<file path="src/rtl/result_display_scanner_pkg.sv">
// Shared constants for the result display scanner: blank pattern, hex segment
// table and digit-index assignments.
package result_display_scanner_pkg;

    // All segments off (active-low)
    localparam logic [6:0] SEG_BLANK = 7'b1111111;

    // Digit indices: position on the display for each captured value
    localparam logic [1:0] DIG_DIFF = 2'd0;
    localparam logic [1:0] DIG_SUM  = 2'd1;
    localparam logic [1:0] DIG_B    = 2'd2;
    localparam logic [1:0] DIG_A    = 2'd3;

    // Active-low {g,f,e,d,c,b,a} patterns; entry k is the glyph for hex digit k
    localparam logic [15:0][6:0] HEX_SEG_TABLE = {
        7'b0001110,  // F
        7'b0000110,  // E
        7'b0100001,  // d
        7'b1000110,  // C
        7'b0000011,  // b
        7'b0001000,  // A
        7'b0010000,  // 9
        7'b0000000,  // 8
        7'b1111000,  // 7
        7'b0000010,  // 6
        7'b0010010,  // 5
        7'b0011001,  // 4
        7'b0110000,  // 3
        7'b0100100,  // 2
        7'b1111001,  // 1
        7'b1000000   // 0
    };

    // Look up the segment pattern for one hex nibble
    function automatic logic [6:0] hex_seg(input logic [3:0] nibble);
        return HEX_SEG_TABLE[nibble];
    endfunction

endpackage

</file>
<file path="src/rtl/result_display_scanner_hex_to_7seg.sv">
// Combinational hex nibble to active-low seven-segment decoder.
module hex_to_7seg
    import result_display_scanner_pkg::*;
(
    input  logic [3:0] nibble_i,
    output logic [6:0] seg_o
);

    assign seg_o = hex_seg(nibble_i);

endmodule

</file>
<file path="src/rtl/result_display_scanner.sv">
// Captures A, B, A+B and A-B into shadow registers and time-multiplexes them
// onto a 4-digit common-anode seven-segment display.
module result_display_scanner
    import result_display_scanner_pkg::*;
#(
    parameter int unsigned REFRESH_DIV = 100000
) (
    input  logic       clk,
    input  logic       reset,
    input  logic       update,
    input  logic       blank,
    input  logic [3:0] A,
    input  logic [3:0] B,
    input  logic [3:0] AplusB,
    input  logic [3:0] AminusB,
    output logic [3:0] anode,
    output logic [6:0] seg,
    output logic       dp
);

    // Prescaler needs at least one bit even when every cycle is a digit step
    localparam int unsigned PRESC_W = (REFRESH_DIV > 1) ? $clog2(REFRESH_DIV) : 1;
    localparam logic [PRESC_W-1:0] PRESC_MAX = PRESC_W'(REFRESH_DIV - 1);

    logic [PRESC_W-1:0] presc_q, presc_d;
    logic [1:0]         idx_q, idx_d;
    logic [3:0]         a_q, b_q, sum_q, diff_q;
    logic [3:0]         anode_q, anode_d;
    logic [6:0]         seg_q, seg_d;
    logic               dp_q, dp_d;
    logic [3:0]         sel_nibble_s;
    logic [6:0]         sel_seg_s;

    // Advance the prescaler; step the digit index on its terminal count
    always_comb begin
        presc_d = presc_q;
        idx_d   = idx_q;
        if (presc_q == PRESC_MAX) begin
            presc_d = '0;
            idx_d   = idx_q + 2'd1;
        end else begin
            presc_d = presc_q + PRESC_W'(1);
        end
    end

    // Pick the shadow nibble belonging to the digit currently being scanned
    always_comb begin
        sel_nibble_s = diff_q;
        case (idx_q)
            DIG_DIFF: sel_nibble_s = diff_q;
            DIG_SUM:  sel_nibble_s = sum_q;
            DIG_B:    sel_nibble_s = b_q;
            DIG_A:    sel_nibble_s = a_q;
            default:  sel_nibble_s = diff_q;
        endcase
    end

    hex_to_7seg u_hex_to_7seg (
        .nibble_i (sel_nibble_s),
        .seg_o    (sel_seg_s)
    );

    // Next display outputs; dp flags a negative difference on the diff digit
    always_comb begin
        anode_d = 4'b1111;
        seg_d   = SEG_BLANK;
        dp_d    = 1'b1;
        if (blank) begin
            anode_d = 4'b1111;
            seg_d   = SEG_BLANK;
            dp_d    = 1'b1;
        end else begin
            anode_d = ~(4'b0001 << idx_q);
            seg_d   = sel_seg_s;
            dp_d    = ~((idx_q == DIG_DIFF) && (a_q < b_q));
        end
    end

    // Shadow registers load all four operands on an update strobe
    always_ff @(posedge clk or posedge reset) begin
        if (reset) begin
            a_q    <= 4'd0;
            b_q    <= 4'd0;
            sum_q  <= 4'd0;
            diff_q <= 4'd0;
        end else if (update) begin
            a_q    <= A;
            b_q    <= B;
            sum_q  <= AplusB;
            diff_q <= AminusB;
        end
    end

    // Scan state: dwell prescaler and digit index
    always_ff @(posedge clk or posedge reset) begin
        if (reset) begin
            presc_q <= '0;
            idx_q   <= 2'd0;
        end else begin
            presc_q <= presc_d;
            idx_q   <= idx_d;
        end
    end

    // Registered display outputs, all off during reset
    always_ff @(posedge clk or posedge reset) begin
        if (reset) begin
            anode_q <= 4'b1111;
            seg_q   <= SEG_BLANK;
            dp_q    <= 1'b1;
        end else begin
            anode_q <= anode_d;
            seg_q   <= seg_d;
            dp_q    <= dp_d;
        end
    end

    assign anode = anode_q;
    assign seg   = seg_q;
    assign dp    = dp_q;

endmodule

</file>
<file path="config.mk">
export PLATFORM = sky130hd
export DESIGN_NAME = result_display_scanner
export DESIGN_NICKNAME = d
export VERILOG_FILES = /design/src/rtl/result_display_scanner_pkg.sv /design/src/rtl/result_display_scanner_hex_to_7seg.sv /design/src/rtl/result_display_scanner.sv
export SDC_FILE = /design/constraint.sdc
export NUM_CORES = 1
export LEC_CHECK = 0
export ABC_AREA = 1
export CAP_MARGIN = 20
export CORE_ASPECT_RATIO = 0.75
export CORE_UTILIZATION = 59
export DETAILED_ROUTE_END_ITERATION = 10
export PLACE_DENSITY = 0.84
export SYNTH_ARGS = -nofsm -noshare
export SYNTH_HDL_FRONTEND = slang
export SYNTH_SLANG_ARGS = --single-unit
</file>
<file path="constraint.sdc">
create_clock -name clk -period 3.88 [get_ports clk]
set_clock_uncertainty 0.1 [all_clocks]
set_input_delay 0.582 -clock clk [delete_from_list [all_inputs] [get_ports clk]]
set_output_delay 0.582 -clock clk [all_outputs]
set_load 0.1 [all_outputs]
</file>
=== Word level (Yosys, flattened, before mapping) ===
Memory sizes are Yosys's and may differ from the RTL's.
Cells that the tools add are included.

* Memories: 1
* Output and inout bits: 12
* Flip-flop bits (word level): 47
* ROM bits: 112
* Logic and storage cells: 29
* Input bits: 20

{| class="wikitable"
|+ Memory list
! memory !! words !! width !! read ports !! clocked after memory_dff !! wr ports !! line !! text
|-
| (name not given) || 16 || 7 || 1 || 0 || 0 || result_display_scanner_pkg.sv:36 || <nowiki>return HEX_SEG_TABLE[nibble];</nowiki>
|}

* Muxes and demuxes: 6
* Eq/ne operators: 4
* Add/sub/neg operators: 2
* Shift-type cells: 1
* Reduce and logical (&&, ||, !) cells: 2
* Bitwise gates (word level): 2
* Order comparisons: 2

{| class="wikitable"
|+ Operators with widths
! kind !! number
|-
| $add 17x1->17 const B || 1
|-
| $eq 17x17->1 const B || 1
|-
| $mux 17 || 1
|-
| $pmux 4 s4 || 1
|-
| $mux 7 || 2
|-
| $lt 4x5->1 const B || 1
|-
| $eq 2x2->1 const B || 2
|-
| $lt 4x4->1 || 1
|-
| $mux 4 || 1
|-
| $not 4->4 || 1
|-
| $shl 1x2->4 const A || 1
|-
| $add 2x1->2 const B || 1
|-
| $eq 2x1->1 const B || 1
|-
| $logic_not 2->1 || 1
|-
| $logic_and 1x1->1 || 1
|-
| $mux 1 || 1
|-
| $not 1->1 || 1
|}

=== Depth between registers and ports, before layout ===
Gate-level depths: netlist (run 1).

* Word-level depth: 5
* Gate-level depth with buffers: 11
* Mapped depth without buffers: 11

=== By module ===
From an unflattened synthesis (run 1), not the netlist that was laid out.

* Cell total of the unflattened synthesis: 314
* Area, all modules: 2611.3 um2

{| class="wikitable"
|+ Modules (own cells, without submodules)
! module !! cells each !! instances !! area each (um2)
|-
| result_display_scanner || 265 || 1 || 2337.2
|-
| hex_to_7seg || 49 || 1 || 274.0
|}

=== Worst setup path before layout (run 1) ===
OpenSTA, ideal clock, no wires.

* Path type: register to register
* Start: register idx_q[0]
* End: register seg_q[5] (netlist: seg[5])
* Buffers on the path: 0
* Arrival time: 1.735 ns
* Slack: 1.968 ns
* Required time: 3.703 ns
* Library setup time: 0.077 ns
* Stages on the path, launching flop included: 12
* Cells stage by stage: dfrtp_1 > inv_1 > ha_1 > inv_2 > nand2_1 > o22ai_2 > inv_1 > ha_1 > nand3_1 > o21ai_0 > nand2_1 > nand2_1

* Cells in the longest elaborated chain, start to end: 5

{| class="wikitable"
|+ Ends and longest elaborated chain
! what !! line !! text
|-
| from (decl) || result_display_scanner.sv:26 || <nowiki>logic [1:0] idx_q, idx_d;</nowiki>
|-
| from (signal assigned) || result_display_scanner.sv:101 || <nowiki>idx_q <= idx_d;</nowiki>
|-
| $eq 2x2->1, or another cell as far along || result_display_scanner.sv:49 || <nowiki>case (idx_q)</nowiki>
|-
| $pmux 4 s4 (*) || result_display_scanner.sv:49 ||
|-
| $mem_v2 16x7 (*) || -- ||
|-
| $mux 7 (implied by the code) (*) || result_display_scanner_pkg.sv:36 ||
|-
| $mux 7 (*) || result_display_scanner.sv:68 || <nowiki>if (blank) begin</nowiki>
|-
| named net seg_d[5] || result_display_scanner.sv:29 || <nowiki>logic [6:0] seg_q, seg_d;</nowiki>
|-
| to (signal assigned) || result_display_scanner.sv:113 || <nowiki>seg_q <= seg_d;</nowiki>
|-
| to (decl) || result_display_scanner.sv:29 ||
|}

The timed path passes the listed nets; every way through them passes the cells marked *. The select of a mux whose other input is x is not followed.
A chain may end at the register's enable or synchronous reset.

=== Final worst setup path (run 1) ===
* Start: register anode_q[1] (netlist: anode[1])
* End: output port anode[1]

{| class="wikitable"
|+ RTL lines
! what !! line !! text
|-
| from (decl) || result_display_scanner.sv:28 || <nowiki>logic [3:0] anode_q, anode_d;</nowiki>
|-
| from (signal assigned) || result_display_scanner.sv:112 || <nowiki>anode_q <= anode_d;</nowiki>
|-
| to (decl) || result_display_scanner.sv:16 || <nowiki>output logic [3:0] anode,</nowiki>
|}

No word-level cell between the ends.

==> run metrics, run 1 <==
1st-pass router iterations=4; latest clock arrival within the worst-skew pair=290 ps; fraction of power consumed by sequential logic=52.2%; ratio of final minimum period to clock period=67.76%; largest area contributor in the netlist=dfrtp_1; initial DRC count=182; max-capacitance violation count=0; leakage=1.405 nW; result of the run=completed; clock tree root buffer cell=clkbuf_8; hold-fix buffers at CTS=0; Overall Global Routing Usage=24.31%; Fillers=319; warning count from the yosys run=0; area occupied by multi-input gates=1182 um^2; ratio of routed vias to standard cells=5.069; first-pass GRT wire length=8487 um; cell internal pwr=717.9 uW; residual overflow from global routing=0; Critical Setup Path Class=flip-flop to output pin; vertical die dimension=58.74 um; Syn Inst Count=298; placement-stage worst setup slack=1555 ps; standard cell core area=4079 um^2; portion of total power attributed to combinational logic=20.3%; net switching share of the total power=30.02%; portion of synthesized cell area occupied by the leading cell type=34.58%; final estimated routing congestion in global placement=0.9563; TritonCTS Buffers=5; Worst EP required=3200 ps; power density over cell area=342.9 nW/um^2; number of I/O pins=32; Post-layout nets=370; setup repair after global routing missed its margin=no; Setup Buffers After CTS=0; number of global-route vias before repair=1858; TritonCTS clock tree=yes; largest fanout on the critical path=1; register area=1191 um^2; quantity of gates resized following cts=0; syn avg cell area=8.498 um^2; ranking of synthesized cells by area=dfrtp_1 35%, dfstp_2 12%, nand2_1 11%; total negative setup slack=0 ps; Worst Setup Slack, final=1251 ps; Crit path arrival time=1950 ps; minimum period implied by the final worst setup slack=2629 ps; category of the worst setup path capture point=output pin; Worst Max-Slew Pin Slew=968.2 ps; share of final-layout standard cells stronger than drive strength 1=14.88%; WL per Instance=11.94 um; WHS Path Cells=1; synthesis-to-finish area growth=18.13%; Slew HR=35.25%; CTS Buffer Depth=2; count of cells along the worst register-to-register path=10; post-synthesis instance area=2532 um^2; Distinct cells, synth=28; total of buffers placed on input and output ports=31; net count after synthesis=333; Final Hold Violating Endpoints=0; number of antenna-violating nets in the routed design=0; critical path, cell by cell=clkdlybuf4s50_1; clock slew at reported path FFs=80 ps; Die X=77.65 um; worst hold endpoint=presc_q[0]; Die Footprint=4561 um^2; launch instance of the worst register-to-register path=idx_q[0]; Setup violations, final=0; CTS Sinks=47; sw power=307.9 uW; Starting Density=62.09%; portion of total power attributed to the clock network=27.5%; final routed wirelength across all metal layers=4670 um; Slew Limit Fails=0; proportion of synthesized chip area in sequential cells=47.04%; kind of cell adding the most delay to the critical path=buffers and inverters; flop and latch count out of synthesis=47; Placement Rows=20; start point of the worst min-delay path=presc_q[0]; critical path's largest stage delay=1120 ps; Peak Freq=380.4 MHz; Final HPWL DP=3543 um; CP max-delay cell=clkdlybuf4s50_1; routed via count=1982; antenna violations before repair=0; worst vdd rail ir drop=0.2590 mV; end of the worst register-to-register path=seg[5]; category of the worst setup path launch point=flip-flop; H-Tree Level Count=2; pin count of the biggest net entering global routing=48; class of the tightest hold or removal check=flip-flop to flip-flop; register-to-register setup slack=1620 ps; Bufs and invs on worst path=1; antenna fix cells=0; number of design rule violations left after detail routing=0
-- layout by cell type (no fill, tap or decap), drive strengths merged, types with 9 or more instances in the layout --
master / n
mux2: 9
nor2: 35
dfstp: 12
o21ai: 12
inv: 39
nand2: 82
ha: 15
clkdlybuf4s50: 31
dfrtp: 35
nand3: 23
-- worst register-to-register path: stages (launching register included) --
cell and delay, ps:
dfrtp_1 410, inv_1 160, ha_1 350, inv_2 160, o22ai_2 310, inv_1 140
ha_1 240, nand3_1 120, o21ai_0 100, nand2_1 70, nand2_1 50
-- cell usage after synthesis, drive strengths merged --
library cell	instances
o21ai	12
xor2	6
a21boi	1
nand3	23
o21bai	1
dfrtp	35
dfstp	12
o211ai	1
nor3	8
buf	1
nor2	35
clkbuf	1
o22ai	2
nand2	82
a21oi	6
inv	40
nand4	8
mux2	9
ha	15
-- cell type report --
| type | count | area share [%] |
|---|---|---|
| multi-input combinational | 209 | 39.52 |
| sequential | 47 | 39.82 |
| clock buffer | 7 | 2.551 |
| timing repair buffer | 32 | 10.62 |
| clock inverter | 1 | 0.1673 |
| tap | 55 | 2.300 |
| inverter | 40 | 5.019 |
-- worst max path at each step --
| stage | from | cells after the start | slack (ps) | to |
|---|---|---|---|---|
| floorplan | idx_q[0] | 11 | 1970 | seg[5] |
| global placement | dp | 1 | 1590 | dp |
| detailed placement | anode[1] | 1 | 1560 | anode[1] |
| CTS | anode[1] | 1 | 1230 | anode[1] |
| global route | anode[1] | 1 | 1200 | anode[1] |
| finish | anode[1] | 1 | 1250 | anode[1] |
-- layer usage --
layer	GRT usage, %	routed length [um]	vias up
met5	0	0	-
met4	6.469	32	0
met3	4.806	247	5
met2	35.52	1972	59
met1	36.93	2417	892
li1	-	-	1026
-- per-stage QoR --
stage	area, um^2	util [%]	hold slack (ps)	instances	total power, mW
after global routing	2992	73.34	439.3	391	1.078
after CTS	2992	73.34	391.7	391	1.030
after global placement	2910	71.35	374.2	383	0.7496
after floorplan	2532	-	351.3	298	0.6963
final	2992	73.34	395.2	391	1.026
after detailed placement	2910	71.35	380.5	383	0.7528
-- logic make-up after synthesis --
| logic type | synth area share (%) |
|---|---|
| simple gates | 27.17 |
| flops | 47.04 |
| buf+inv | 6.274 |
| compound gates | 6.028 |
| fa+ha+maj | 7.411 |
| mux | 4.002 |
| xor+xnor | 2.075 |
-- power groups by stage --
stage          combinational, mW  clock, mW  sequential (mW)
2_1_floorplan             0.0752          0            0.621
5_1_grt                    0.229      0.310            0.539
6_report                   0.208      0.282            0.535
3_3_place_gp               0.206          0            0.544
4_1_cts                    0.209      0.286            0.535
3_5_place_dp               0.208          0            0.545
-- sequential cells by signal (all words and copies together) (netlist names) --
register  cells
presc_q      17
sum_q         4
seg           7
diff_q        4
dp            1
anode         4
idx_q         2
a_q           4
b_q           4
No activity file was read; power rests on OpenSTA's default activity.
==> inputs of run 2 (changes only) <==
Settings changed: CORE_UTILIZATION 59 to 50, PLACE_DENSITY 0.84 to 0.76.
Clock period 3.88 ns to 2.1 ns, I/O delays scaled along.
==> run metrics, run 2 (synthesis results as in run 1) <==
result of the run=finished with violations (was completed); failing checks=DRC; top library cells by usage in the layout, fill and taps aside=75 x nand2_1, 35 x dfrtp_1, 32 x inv_1, 31 x nor2_1, 23 x nand3_1 (was 75 x nand2_1, 35 x dfrtp_1, 33 x inv_1, 31 x nor2_1, 31 x clkdlybuf4s50_1); clock tree root buffer cell=clkbuf_8 (unchanged); sw power=571.1 uW (was 307.9 uW); category of the worst setup path launch point=flip-flop (unchanged); antenna fix cells=0 (unchanged); Worst Max-Slew Pin Slew=469.6 ps (was 968.2 ps); minimum period implied by the final worst setup slack=1944 ps; fraction of power consumed by sequential logic=52.2% (about the same); largest reg by FF count=presc_q (unchanged); Placement Rows=22 (was 20); final routed wirelength across all metal layers=4981 um (was 4670 um); largest fanout on the critical path=6 (was 1); most used routing layer=met2 (was met1); residual overflow from global routing=0 (unchanged); Worst Setup Slack, final=156.3 ps (was 1251 ps); final instance area=3019 um^2 (was 2992 um^2); portion of total power attributed to combinational logic=20.4% (was 20.3%); Die Footprint=5356 um^2 (was 4561 um^2); number of global-route vias before repair=1955 (was 1858); max FFs per register=17 (unchanged); count of cells along the worst register-to-register path=11 (was 10); max-capacitance violation count=0 (unchanged); number of design rule violations left after detail routing=7 (was 0); Fillers=453 (was 319); Starting Density=51.98% (was 62.09%); worst vdd rail ir drop=0.4270 mV (was 0.2590 mV); register-to-register setup slack=160 ps (was 1620 ps); Bufs and invs on worst path=3 (was 1); Slew HR=68.59% (was 35.25%); utilization of the core after routing=61.97% (was 73.34%); synthesis-to-finish area growth=19.22% (was 18.13%); leakage=1.417 nW (was 1.405 nW); initial DRC count=107 (was 182); net switching share of the total power=30.05% (was 30.02%); launch instance of the worst register-to-register path=idx_q[0] (unchanged); Setup violations, final=0 (unchanged); end of the worst register-to-register path=seg[0] (was seg[5]); Post-layout nets=372 (was 370); global routing usage on met1=30.08% (was 36.93%); GR met2 Demand/Resource=31.35% (was 35.52%); antenna violations before repair=0 (unchanged); Crit path arrival time=2070 ps (was 1950 ps); number of I/O pins=32 (unchanged); WL per Instance=12.52 um (was 11.94 um); cell count after placement=390 (was 383); Layout Cells excl Fill=398 (was 391); placement-stage worst setup slack=72.14 ps (was 1555 ps); total of buffers placed on input and output ports=31 (unchanged); clock slew at reported path FFs=90 ps (was 80 ps); critical path's largest stage delay=420 ps (was 1120 ps); total number of cells along the worst setup path=11 (was 1); CP max-delay cell=dfrtp_1 (was clkdlybuf4s50_1); Final HPWL DP=3888 um (was 3543 um); critical path capture point=seg[0] (was anode[1]); 1st-pass router iterations=7 (was 4); TritonCTS clock tree=yes (unchanged); routed via count=1979 (was 1982); Peak Freq=514.5 MHz; most common cell after layout, fill and taps aside=nand2_1 (unchanged); Total Power Consumption=1.901 mW (was 1.026 mW); Slew Limit Fails=0 (unchanged); ratio of final minimum period to clock period=92.56%; Worst EP required=2220 ps (was 3200 ps); kind of cell adding the most delay to the critical path=adder cells (was buffers and inverters); category of the worst setup path capture point=flip-flop (was output pin); ratio of routed vias to standard cells=4.972 (was 5.069); final estimated routing congestion in global placement=0.8584 (was 0.9563); H-Tree Level Count=2 (unchanged); pin count of the biggest net entering global routing=48 (unchanged); met3 usage=5.111% (was 4.806%); power density over cell area=629.6 nW/um^2 (was 342.9 nW/um^2); CTS Buffer Depth=2 (unchanged); portion of total power attributed to the clock network=27.4% (was 27.5%); post-placement cell area=2914 um^2 (was 2910 um^2); vertical die dimension=63.64 um (was 58.74 um); setup repair after global routing missed its margin=no (unchanged); launching instance or port of the critical path=idx_q[0] (was anode[1]); cell internal pwr=1.330 mW (was 717.9 uW); standard cell core area=4872 um^2 (was 4079 um^2); share of final-layout standard cells stronger than drive strength 1=19.82% (was 14.88%); dominant cell type by count on the critical path=nand2_1; Final Hold Violating Endpoints=0 (unchanged); Critical Setup Path Class=flip-flop to flip-flop (was flip-flop to output pin); critical path, cell by cell=inv_1, ha_2, buf_4, nand2_1, o21ai_4, inv_2, ha_1, nand3_1, nor2_1, nor2_2, nand2_1 (was clkdlybuf4s50_1); hold slack=257.8 ps (was 395.2 ps); Overall Global Routing Usage=20.92% (was 24.31%); Setup Buffers After CTS=0 (unchanged); first-pass GRT wire length=8852 um (was 8487 um); total negative setup slack=0 ps (unchanged); TritonCTS Buffers=5 (unchanged); latest clock arrival within the worst-skew pair=290 ps (about the same); CTS Sinks=47 (unchanged); Die X=84.18 um (was 77.65 um); number of antenna-violating nets in the routed design=0 (unchanged); class of the tightest hold or removal check=input pin to async pin (was flip-flop to flip-flop)
[run 2: changes by cell type in the layout (fill, tap and decap cells not counted), moves of 3 or more]
cell	change
ha_1	-3
ha_2	+3
clkdlybuf4s50_1	-12
buf_4	+13
[run 2: tightest hold or removal path, stage by stage]
cell and delay, ps:
clkdlybuf4s50_1 400, clkinv_1 70, buf_12 250
[run 2: power groups by stage]
stage / Clock (mW) / Combinational (mW) / Sequential, mW
floorplan: 0 / 0.139 / 1.15
global placement: 0 / 0.380 / 1.01
detailed placement: 0 / 0.385 / 1.01
CTS: 0.533 / 0.386 / 0.992
global route: 0.576 / 0.422 / 0.999
finish: 0.521 / 0.388 / 0.992
[run 2: worst min path at each step]
stage,startpoint,endpoint,slack [ps],depth (start not counted)
2_1_floorplan,blank,seg[1],310,2
3_3_place_gp,presc_q[0],presc_q[0],370,1
3_5_place_dp,presc_q[0],presc_q[0],380,1
4_1_cts,reset,presc_q[3],270,3
5_1_grt,reset,presc_q[3],300,3
6_report,reset,presc_q[3],260,3
[run 2: metal layers]
metal	up-vias	wire length (um)
met1	897	2650
met5	-	0
li1	1026	-
met4	0	55
met3	5	232
met2	51	2043
[run 2: cell type report]
type | count | area, um^2 | share of cell area (%)
clock buffer | 8 | 80.08 | 2.652
inverter | 40 | 152.6 | 5.056
multi-input combinational | 209 | 1205 | 39.91
sequential | 47 | 1191 | 39.45
tap | 60 | 75.07 | 2.487
timing repair buffer | 34 | 315.3 | 10.44
[run 2: repair_timing]
action / CTS / global route
hold endpoints to repair: 0 / 0
endpoints found under the setup margin: 0 / 6
resized for setup: 0 / 7
hold buffers: 0 / 0
